[src/rtl/prog_loader.sv]
// Serial program loader: UART 8N1 receiver feeding a framed load protocol that
// writes 6-bit instructions into the 32-entry program RAM and halts the CPU meanwhile.
module prog_loader #(
  parameter int unsigned CLKS_PER_BIT = 16,
  parameter logic [7:0]  CMD_START    = 8'hA5,
  parameter logic [7:0]  CMD_END      = 8'h5A
) (
  input  logic       clk,
  input  logic       rst,
  input  logic       rx,
  output logic       we,
  output logic [4:0] waddr,
  output logic [5:0] wdata,
  output logic       halt,
  output logic       err,
  output logic [5:0] prog_len
);

  localparam int unsigned CntW = $clog2(CLKS_PER_BIT);
  localparam logic [CntW-1:0] HalfCnt = CntW'(CLKS_PER_BIT / 2 - 1);
  localparam logic [CntW-1:0] FullCnt = CntW'(CLKS_PER_BIT - 1);

  typedef enum logic [1:0] {RIdle, RStart, RData, RStop} rx_state_e;
  typedef enum logic [1:0] {PWait, PLoad, PErr} p_state_e;

  logic            sync1_q, sync2_q, rx_s;
  rx_state_e       rx_state_q, rx_state_d;
  logic [CntW-1:0] clk_cnt_q, clk_cnt_d;
  logic [2:0]      bit_cnt_q, bit_cnt_d;
  logic [7:0]      shift_q, shift_d;
  logic            byte_valid_q, byte_valid_d;
  logic            frame_err_q, frame_err_d;
  logic            half_done, full_done;

  assign rx_s      = sync2_q;
  assign half_done = (clk_cnt_q == HalfCnt);
  assign full_done = (clk_cnt_q == FullCnt);

  always_ff @(posedge clk or posedge rst) begin
    if (rst) begin
      sync1_q      <= 1'b1;
      sync2_q      <= 1'b1;
      rx_state_q   <= RIdle;
      clk_cnt_q    <= '0;
      bit_cnt_q    <= '0;
      shift_q      <= '0;
      byte_valid_q <= 1'b0;
      frame_err_q  <= 1'b0;
    end else begin
      sync1_q      <= rx;
      sync2_q      <= sync1_q;
      rx_state_q   <= rx_state_d;
      clk_cnt_q    <= clk_cnt_d;
      bit_cnt_q    <= bit_cnt_d;
      shift_q      <= shift_d;
      byte_valid_q <= byte_valid_d;
      frame_err_q  <= frame_err_d;
    end
  end

  always_comb begin
    rx_state_d = rx_state_q;
    unique case (rx_state_q)
      RIdle:  if (!rx_s) rx_state_d = RStart;
      RStart: if (half_done) rx_state_d = rx_s ? RIdle : RData;
      RData:  if (full_done && bit_cnt_q == 3'd7) rx_state_d = RStop;
      RStop:  if (full_done) rx_state_d = RIdle;
      default: rx_state_d = RIdle;
    endcase
  end

  always_comb begin
    clk_cnt_d    = clk_cnt_q + 1'b1;
    bit_cnt_d    = bit_cnt_q;
    shift_d      = shift_q;
    byte_valid_d = 1'b0;
    frame_err_d  = 1'b0;
    unique case (rx_state_q)
      RIdle: begin
        clk_cnt_d = '0;
        bit_cnt_d = '0;
      end
      RStart: if (half_done) clk_cnt_d = '0;
      RData: if (full_done) begin
        clk_cnt_d = '0;
        shift_d   = {rx_s, shift_q[7:1]};
        bit_cnt_d = bit_cnt_q + 3'd1;
      end
      RStop: if (full_done) begin
        clk_cnt_d    = '0;
        byte_valid_d = rx_s;
        frame_err_d  = !rx_s;
      end
      default: clk_cnt_d = '0;
    endcase
  end

  p_state_e   p_state_q, p_state_d;
  logic [5:0] cnt_q, cnt_d;
  logic       we_q, we_d;
  logic [4:0] waddr_q, waddr_d;
  logic [5:0] wdata_q, wdata_d;
  logic       halt_q, halt_d;
  logic       err_q, err_d;
  logic [5:0] prog_len_q, prog_len_d;
  logic       is_start, is_end, is_data, is_bad;

  // Command bytes take priority over the data class.
  assign is_start = byte_valid_q && (shift_q == CMD_START);
  assign is_end   = byte_valid_q && (shift_q == CMD_END);
  assign is_data  = byte_valid_q && !is_start && !is_end && (shift_q[7:6] == 2'b00);
  assign is_bad   = byte_valid_q && !is_start && !is_end && !is_data;

  always_ff @(posedge clk or posedge rst) begin
    if (rst) begin
      p_state_q  <= PWait;
      cnt_q      <= '0;
      we_q       <= 1'b0;
      waddr_q    <= '0;
      wdata_q    <= '0;
      halt_q     <= 1'b0;
      err_q      <= 1'b0;
      prog_len_q <= '0;
    end else begin
      p_state_q  <= p_state_d;
      cnt_q      <= cnt_d;
      we_q       <= we_d;
      waddr_q    <= waddr_d;
      wdata_q    <= wdata_d;
      halt_q     <= halt_d;
      err_q      <= err_d;
      prog_len_q <= prog_len_d;
    end
  end

  always_comb begin
    p_state_d = p_state_q;
    unique case (p_state_q)
      PWait: if (is_start) p_state_d = PLoad;
      PLoad: begin
        if (is_end) p_state_d = PWait;
        else if (is_bad || frame_err_q || (is_data && cnt_q == 6'd32)) p_state_d = PErr;
      end
      PErr: if (is_start) p_state_d = PLoad;
      default: p_state_d = PWait;
    endcase
  end

  always_comb begin
    cnt_d      = cnt_q;
    we_d       = 1'b0;
    waddr_d    = cnt_q[4:0];
    wdata_d    = wdata_q;
    halt_d     = halt_q;
    err_d      = err_q | frame_err_q;
    prog_len_d = prog_len_q;
    if (is_start) begin
      cnt_d   = '0;
      waddr_d = '0;
      halt_d  = 1'b1;
      err_d   = 1'b0;
    end else if (p_state_q == PLoad) begin
      if (is_data) begin
        if (cnt_q == 6'd32) begin
          err_d = 1'b1;
        end else begin
          we_d    = 1'b1;
          wdata_d = shift_q[5:0];
          waddr_d = cnt_q[4:0];
          cnt_d   = cnt_q + 6'd1;
        end
      end
      if (is_end) begin
        prog_len_d = cnt_q;
        halt_d     = 1'b0;
      end
      if (is_bad) err_d = 1'b1;
    end
  end

  assign we       = we_q;
  assign waddr    = waddr_q;
  assign wdata    = wdata_q;
  assign halt     = halt_q;
  assign err      = err_q;
  assign prog_len = prog_len_q;

endmodule

[config.mk]
export PLATFORM = sky130hd
export DESIGN_NAME = prog_loader
export DESIGN_NICKNAME = d
export VERILOG_FILES = /design/src/rtl/prog_loader.sv
export SDC_FILE = /design/constraint.sdc
export NUM_CORES = 1
export LEC_CHECK = 0
export ABC_CLOCK_PERIOD_IN_PS = 2100
export BUFFER_PORTS_ARGS = -buffer_cell sky130_fd_sc_hd__buf_2
export CAP_MARGIN = 20
export CORE_UTILIZATION = 57
export DETAILED_ROUTE_END_ITERATION = 7
export PLACE_DENSITY = 0.75
export SLEW_MARGIN = 15
export SYNTH_ARGS = -nofsm -noshare
export SYNTH_HDL_FRONTEND = slang
export SYNTH_SLANG_ARGS = --single-unit
[constraint.sdc]
create_clock -name clk -period 2.1 [get_ports clk]
set_input_delay 0.42 -clock clk [delete_from_list [all_inputs] [get_ports clk]]
set_output_delay 0.42 -clock clk [all_outputs]
set_load 0.05 [all_outputs]
==> metrics.md, run 1 <==
| Metric | Value |
|---|---|
| Outcome | finished clean |
| Distinct cells, synth | 40 |
| Crit path max fanout | 6 |
| Portion of the clock cycle consumed by the worst path in the final layout | 88.6% |
| Starting density of the core | 61.9% |
| Resized Gates After CTS | 0 |
| Number of synthesized flops with an enable pin | 0 |
| Number of max-slew violations in the final report | 0 |
| Synthesized Nets | 188 |
| Clock latency of the later-clocked register in the worst-skew pair | 0.30 ns |
| Cell area after synthesis | 0.00215 mm² |
| GRT Residual Overflow | 0 |
| Detail Route Antenna Nets | 0 |
| Required time reported for the critical path endpoint | 2.32 ns |
| Startpoint of the worst register-to-register path | cnt_q[0] |
| Vias per Instance | 5.68 |
| CTS H-tree lvls | 2 |
| Area of the die | 0.00402 mm² |
| Largest net degree at the start of global routing | 26 |
| Placer congestion estimate | 0.836 |
| Clock buffers created by TritonCTS | 5 |
| Data arrival at the endpoint of the critical path | 2.08 ns |
| Post-CTS Setup Inserts | 0 |
| CTS max path bufs | 2 |
| Fin. Hold Viols | 0 |
| Max Clock Skew | 0.00254 ns |
| Remaining routing DRC violations | 0 |
| Number of I/O pins | 23 |
| Number of sinks handled by clock tree synthesis | 49 |
| Aggregate routed wire length | 3750 µm |
| Smallest hold slack | 0.148 ns |
| Layout cells sized above 1 | 28.0% |
| Mean instance size in the synthesized netlist | 11.9 µm² |
| CTS hold repair buffers | 0 |
| Wire length on met3 | 200 µm |
| Synthesized instance count | 180 |
| Die Y-Extent | 63.4 µm |
| Flops & latches, synth | 49 |
| Worst min-delay path class | in -> async |
| Power per Cell Area | 831 mW/mm² |
| Average routed wire per standard cell | 14.6 µm |
| Startpoint-to-endpoint class of the critical path | reg -> reg |
| M1 WL | 1670 µm |
| Asr flop ratio synth | 100% |
| First-pass iteration count of the detailed router | 4 |
| DRC marker count from the first detailed-route iteration | 64 |
| Overall via count from detail_route | 1459 |
| # nets final | 218 |
| Worst-case register-to-register setup slack | 0.24 ns |
| HPWL after DPL | 2630 µm |
| Share of synthesized area occupied by flip-flops and latches | 57.2% |
| Sum of negative setup slack | 0 ns |
| Global-route wire length before repair | 6380 µm |
| Warning count from the yosys run | 0 |
| Depth of the worst register-to-register path | 6 |
| Nature of the critical path endpoint | flip-flop |
| Final setup vio count | 0 |
| Max-cap viol count | 0 |
| Maximum clock frequency | 537 MHz |
| GR Util All Layers | 21.2% |
| Top metal layer carrying routed signals | met4 |
| Worst Tran Pin Value | 0.530 ns |
| Clock root buffer | clkbuf_8 |
| Row count | 21 |
| Minimum clock period after layout | 1.86 ns |
| CTS clk-pin slew, worst paths | 0.08 ns |
| Layout overhead on the synthesized area | 13.3% |
| Chip Width | 63.4 µm |
| Commonest non-fill, non-tap cell in the layout | dfrtp_1 |
| Leakage dissipation | 1.23 nW |
| Area of the placeable core | 0.00347 mm² |
| Antenna cell count | 0 |
| Crit Reg-Reg Endpoint | cnt_q[5] |
| Post-synth top flop | dfrtp_1 |
| Total of buffers placed on input and output ports | 22 |
| Worst IR Drop VDD | 588 µV |
| TritonCTS clock tree | built |
| Wire length on met2 | 1810 µm |
| RSZ-0062 raised after global routing | no |
| Critical Path Start Type | flip-flop |
| Vias in the first global route | 1397 |
| Headroom to the max-slew limit | 64.6% |
| Commonest cells after routing, fill and taps aside | 47 x dfrtp_1, 22 x buf_2, 20 x mux2_2 |
| Initial antenna violation count | 0 |
==> synth_stat cells (3+ instances only) <==
library cell	count	area (µm²)
dfrtp_1	47	1180
mux2_2	20	225
nand2_1	12	45.0
nor2_1	12	45.0
inv_1	9	33.8
o21ai_0	9	45.0
nand3_1	8	40.0
a21oi_1	6	30.0
a22o_1	5	43.8
ha_1	5	62.6
nor2b_1	4	25.0
clkbuf_1	3	11.3
nand4_1	3	18.8
==> where the power goes <==
part           internal, W  switching (W)  total, W  leakage [nW]
Combinational     0.000175       0.000191  0.000366         0.542
Sequential         0.00103       0.000105   0.00114         0.653
Clock             0.000237       0.000284  0.000521        0.0395
==> worst max-delay path, cell delays in order (launching register included) <==
cell	delay (ns)
dfrtp_1	0.44
inv_1	0.11
ha_1	0.23
nand2b_1	0.12
o2111ai_4	0.18
or4_1	0.51
a21oi_1	0.19
==> cells by family (layout without fill, tap and decap cells) <==
kind of cell	Yosys count	after routing	share of synthesized area [%]
simple gates	58	58	14.8
flops	49	49	57.2
compound gates	30	30	9.79
mux	22	22	11.4
buf+inv	14	45	3.03
fa+ha+maj	5	5	2.91
xor+xnor	2	2	0.816
==> registers in the layout, indices dropped and copies added (netlist names), 2 cells and up, named ones only <==
register / count
bit_cnt_q: 3
shift_q: 8
cnt_q: 6
prog_len: 6
clk_cnt_q: 4
waddr: 5
wdata: 6
p_state_q: 2
==> layer usage <==
layer | global-route usage (%) | vias to the layer above
met5 | 0 | -
met2 | 33.9 | 41
li1 | - | 695
met4 | 8.24 | 0
met1 | 26.9 | 713
met3 | 6.34 | 10
==> how the worst max path moves through the flow <==
| stage | startpoint | end | slack [ns] |
|---|---|---|---|
| floorplan | cnt_q[2] | wdata[0] | 0.41 |
| global placement | cnt_q[0] | cnt_q[5] | 0.27 |
| detailed placement | cnt_q[0] | cnt_q[5] | 0.12 |
| CTS | cnt_q[0] | cnt_q[5] | 0.1 |
| global route | clk_cnt_q[0] | shift_q[3] | 0.09 |
| finish | cnt_q[0] | cnt_q[5] | 0.24 |
==> metrics by stage <==
step | util (%) | power [W] | cell area, µm² | instances | setup WS (ns)
finish | 70.2 | 0.00202 | 2430 | 257 | 0.239
global route | 70.2 | 0.00213 | 2430 | 257 | 0.0887
CTS | 69.2 | 0.00204 | 2400 | 254 | 0.0953
detailed placement | 66.8 | 0.00152 | 2320 | 246 | 0.116
global placement | 66.8 | 0.00149 | 2320 | 246 | 0.273
floorplan | - | 0.00144 | 2150 | 180 | 0.411
==> cell type report <==
class,instances,area (µm²)
Timing Repair Buffer,28,180
Sequential cell,49,1230
Fill cell,279,1030
Multi-Input combinational cell,117,853
Tap cell,46,57.6
Clock buffer,8,80.1
Inverter,9,33.8
No activity file was read; power rests on OpenSTA's default activity.
==> run 2: changes to the inputs <==
ABC_CLOCK_PERIOD_IN_PS = 2400   (was 2100)
CORE_UTILIZATION = 58   (was 57)
PLACE_DENSITY = 0.76   (was 0.75)
clock period = 2.4 ns   (was 2.1 ns; I/O delays follow)
==> metrics.md, run 2 (synthesized netlist as in run 1, its figures left out) <==
| Metric | Value |
|---|---|
| Worst Tran Pin Value | 0.588 ns (was 0.530 ns) |
| Clock buffers created by TritonCTS | 5 (unchanged) |
| Fin. Hold Viols | 0 (unchanged) |
| Antenna cell count | 0 (unchanged) |
| Layout cells sized above 1 | 27.2% (was 28.0%) |
| Vias in the first global route | 1459 (was 1397) |
| Outcome | finished clean (unchanged) |
| GRT Residual Overflow | 0 (unchanged) |
| Part of the total power dissipated in the clock network | 30.2% (was 25.7%) |
| Worst IR Drop VDD | 501 µV (was 588 µV) |
| First-pass iteration count of the detailed router | 4 (unchanged) |
| GR Util All Layers | 22.3% (was 21.2%) |
| Post-CTS Setup Inserts | 0 (unchanged) |
| Library cell contributing the largest single delay on the critical path | or4_1 (unchanged) |
| Commonest cells after routing, fill and taps aside | 47 x dfrtp_1, 22 x buf_2, 20 x mux2_2 (unchanged) |
| Starting density of the core | 62.4% (was 61.9%) |
| Die Y-Extent | 62.8 µm (was 63.4 µm) |
| Data arrival at the endpoint of the critical path | 2.17 ns (was 2.08 ns) |
| Layout overhead on the synthesized area | 11.7% (was 13.3%) |
| Commonest non-fill, non-tap cell in the layout | dfrtp_1 (unchanged) |
| Area of the placeable core | 0.00344 mm² (was 0.00347 mm²) |
| Clock root buffer | clkbuf_8 (unchanged) |
| Worst-case register-to-register setup slack | 0.47 ns (was 0.24 ns) |
| CTS hold repair buffers | 0 (unchanged) |
| Detail Route Antenna Nets | 0 (unchanged) |
| Maximum cell stage delay along the critical path | 0.55 ns (was 0.51 ns) |
| Aggregate routed wire length | 3760 µm (was 3750 µm) |
| Vias per Instance | 5.65 (was 5.68) |
| RSZ-0062 raised after global routing | no (unchanged) |
| Nature of the critical path endpoint | flip-flop (unchanged) |
| Chip Width | 62.8 µm (was 63.4 µm) |
| Largest net degree at the start of global routing | 50 (was 26) |
| Critical Path Start Type | flip-flop (unchanged) |
| DRC marker count from the first detailed-route iteration | 79 (was 64) |
| Resized Gates After CTS | 0 (unchanged) |
| Remaining routing DRC violations | 0 (unchanged) |
| CTS max path bufs | 2 (unchanged) |
| Total of buffers placed on input and output ports | 22 (unchanged) |
| TritonCTS clock tree | built (unchanged) |
| Portion of the clock cycle consumed by the worst path in the final layout | 80.4% (was 88.6%) |
| Sum of negative setup slack | 0 ns (unchanged) |
| Required time reported for the critical path endpoint | 2.64 ns (was 2.32 ns) |
| WHS Path Cells | 1 |
| Clock latency of the later-clocked register in the worst-skew pair | 0.30 ns (about the same) |
| Total power consumption of the routed design | 0.00187 W (was 0.00202 W) |
| CTS clk-pin slew, worst paths | 0.09 ns (was 0.08 ns) |
| Number of max-slew violations in the final report | 0 (unchanged) |
| Initial antenna violation count | 0 (unchanged) |
| NetSw | 0.000513 W (was 0.000580 W) |
| Crit path max fanout | 16 (was 6) |
| Switching portion of total power | 27.4% (was 28.7%) |
| Hold Path End | sync1_q |
| Area of the die | 0.00395 mm² (was 0.00402 mm²) |
| Final setup vio count | 0 (unchanged) |
| Minimum clock period after layout | 1.93 ns (was 1.86 ns) |
| Crit Reg-Reg Endpoint | cnt_q[5] (unchanged) |
| Combinational fraction of design power | 16.0% (was 18.1%) |
| Leakage dissipation | 1.22 nW (was 1.23 nW) |
| HPWL after DPL | 2610 µm (was 2630 µm) |
| Average routed wire per standard cell | 14.9 µm (was 14.6 µm) |
| Global-route wire length before repair | 6770 µm (was 6380 µm) |
| Maximum clock frequency | 518 MHz (was 537 MHz) |
| Overall via count from detail_route | 1424 (was 1459) |
| Power per Cell Area | 780 mW/mm² (was 831 mW/mm²) |
| Cell chain of the critical path | inv_1 -> ha_1 -> nand2b_1 -> o2111ai_4 -> or4_1 -> a21oi_1 (unchanged) |
| Int Pwr | 0.00136 W (was 0.00144 W) |
| Worst min-delay path class | in -> reg (was in -> async) |
| Startpoint-to-endpoint class of the critical path | reg -> reg (unchanged) |
| Max-cap viol count | 0 (unchanged) |
| Depth of the worst register-to-register path | 6 (unchanged) |
| Proportion of power drawn by flip-flops and latches | 53.8% (was 56.2%) |
| CTS H-tree lvls | 2 (unchanged) |
| Hold_sp | rx |
| Startpoint of the worst register-to-register path | cnt_q[0] (unchanged) |
| Number of sinks handled by clock tree synthesis | 49 (unchanged) |
| Row count | 21 (unchanged) |
| Max FFs per register | 8 (unchanged) |
| Largest Register | shift_q (unchanged) |
| Number of I/O pins | 23 (unchanged) |
| # nets final | 213 (was 218) |
| Headroom to the max-slew limit | 60.8% (was 64.6%) |
| Max Clock Skew | 0.00944 ns (was 0.00254 ns) |
| Placer congestion estimate | 0.836 (about the same) |
[run 2: cell types whose count changed in the layout (fill, tap and decap cells not counted)]
cell,change
bufinv_16,+1
buf_4,-3
clkinv_2,+1
buf_12,-2
clkbuf_1,-2
[run 2: power by group through the flow]
stage / clock network (W) / logic [W] / registers (W)
after floorplan: 0 / 0.000276 / 0.000983
after global placement: 0 / 0.000283 / 0.00101
after detailed placement: 0 / 0.000303 / 0.00102
after CTS: 0.000578 / 0.000305 / 0.00100
after global routing: 0.000607 / 0.000344 / 0.00102
final: 0.000564 / 0.000299 / 0.00101
[run 2: area by class of cell]
type                    count  area (µm²)
flip-flops and latches     49        1230
fillers                   267        1040
multi-input cells         117         853
repair buffers             23         118
clock buffers               6        72.6
well taps                  46        57.6
clock inverters             2        35.0
inverters                   9        33.8
[run 2: worst max path at each step]
stage / from / to / slack [ns] / cells after the start
floorplan: cnt_q[2] / wdata[0] / 0.71 / 4
global placement: cnt_q[0] / cnt_q[5] / 0.57 / 6
detailed placement: cnt_q[0] / cnt_q[5] / 0.47 / 6
CTS: cnt_q[0] / cnt_q[5] / 0.47 / 6
global route: cnt_q[0] / cnt_q[5] / 0.28 / 6
finish: cnt_q[0] / cnt_q[5] / 0.47 / 6
[run 2: routing by layer]
metal | vias up | global-route usage (%) | wire [µm]
met4 | 0 | 8.14 | 60
li1 | 686 | - | -
met1 | 702 | 29.6 | 1750
met3 | 6 | 5.66 | 140
met5 | - | 0 | 0
met2 | 30 | 35.5 | 1810
[run 2: worst max-delay path, delay by kind of cell (launching register included)]
kind | cells | cell delay (ns)
AND/OR/NAND/NOR | 2 | 0.68
AO/OA/AOI/OAI | 2 | 0.44
flip-flops | 1 | 0.42
adder cells (fa/ha/maj) | 1 | 0.22
buffers and inverters | 1 | 0.10
[run 2: stage by stage]
stage	utilization [%]	area [µm²]	hold WS, ns	cells	setup slack [ns]
global placement	66.6	2290	0.346	244	0.569
CTS	69.7	2400	0.261	252	0.469
global route	69.7	2400	0.264	252	0.282
finish	69.7	2400	0.271	252	0.470
floorplan	-	2150	0.345	180	0.711
detailed placement	66.6	2290	0.350	244	0.472
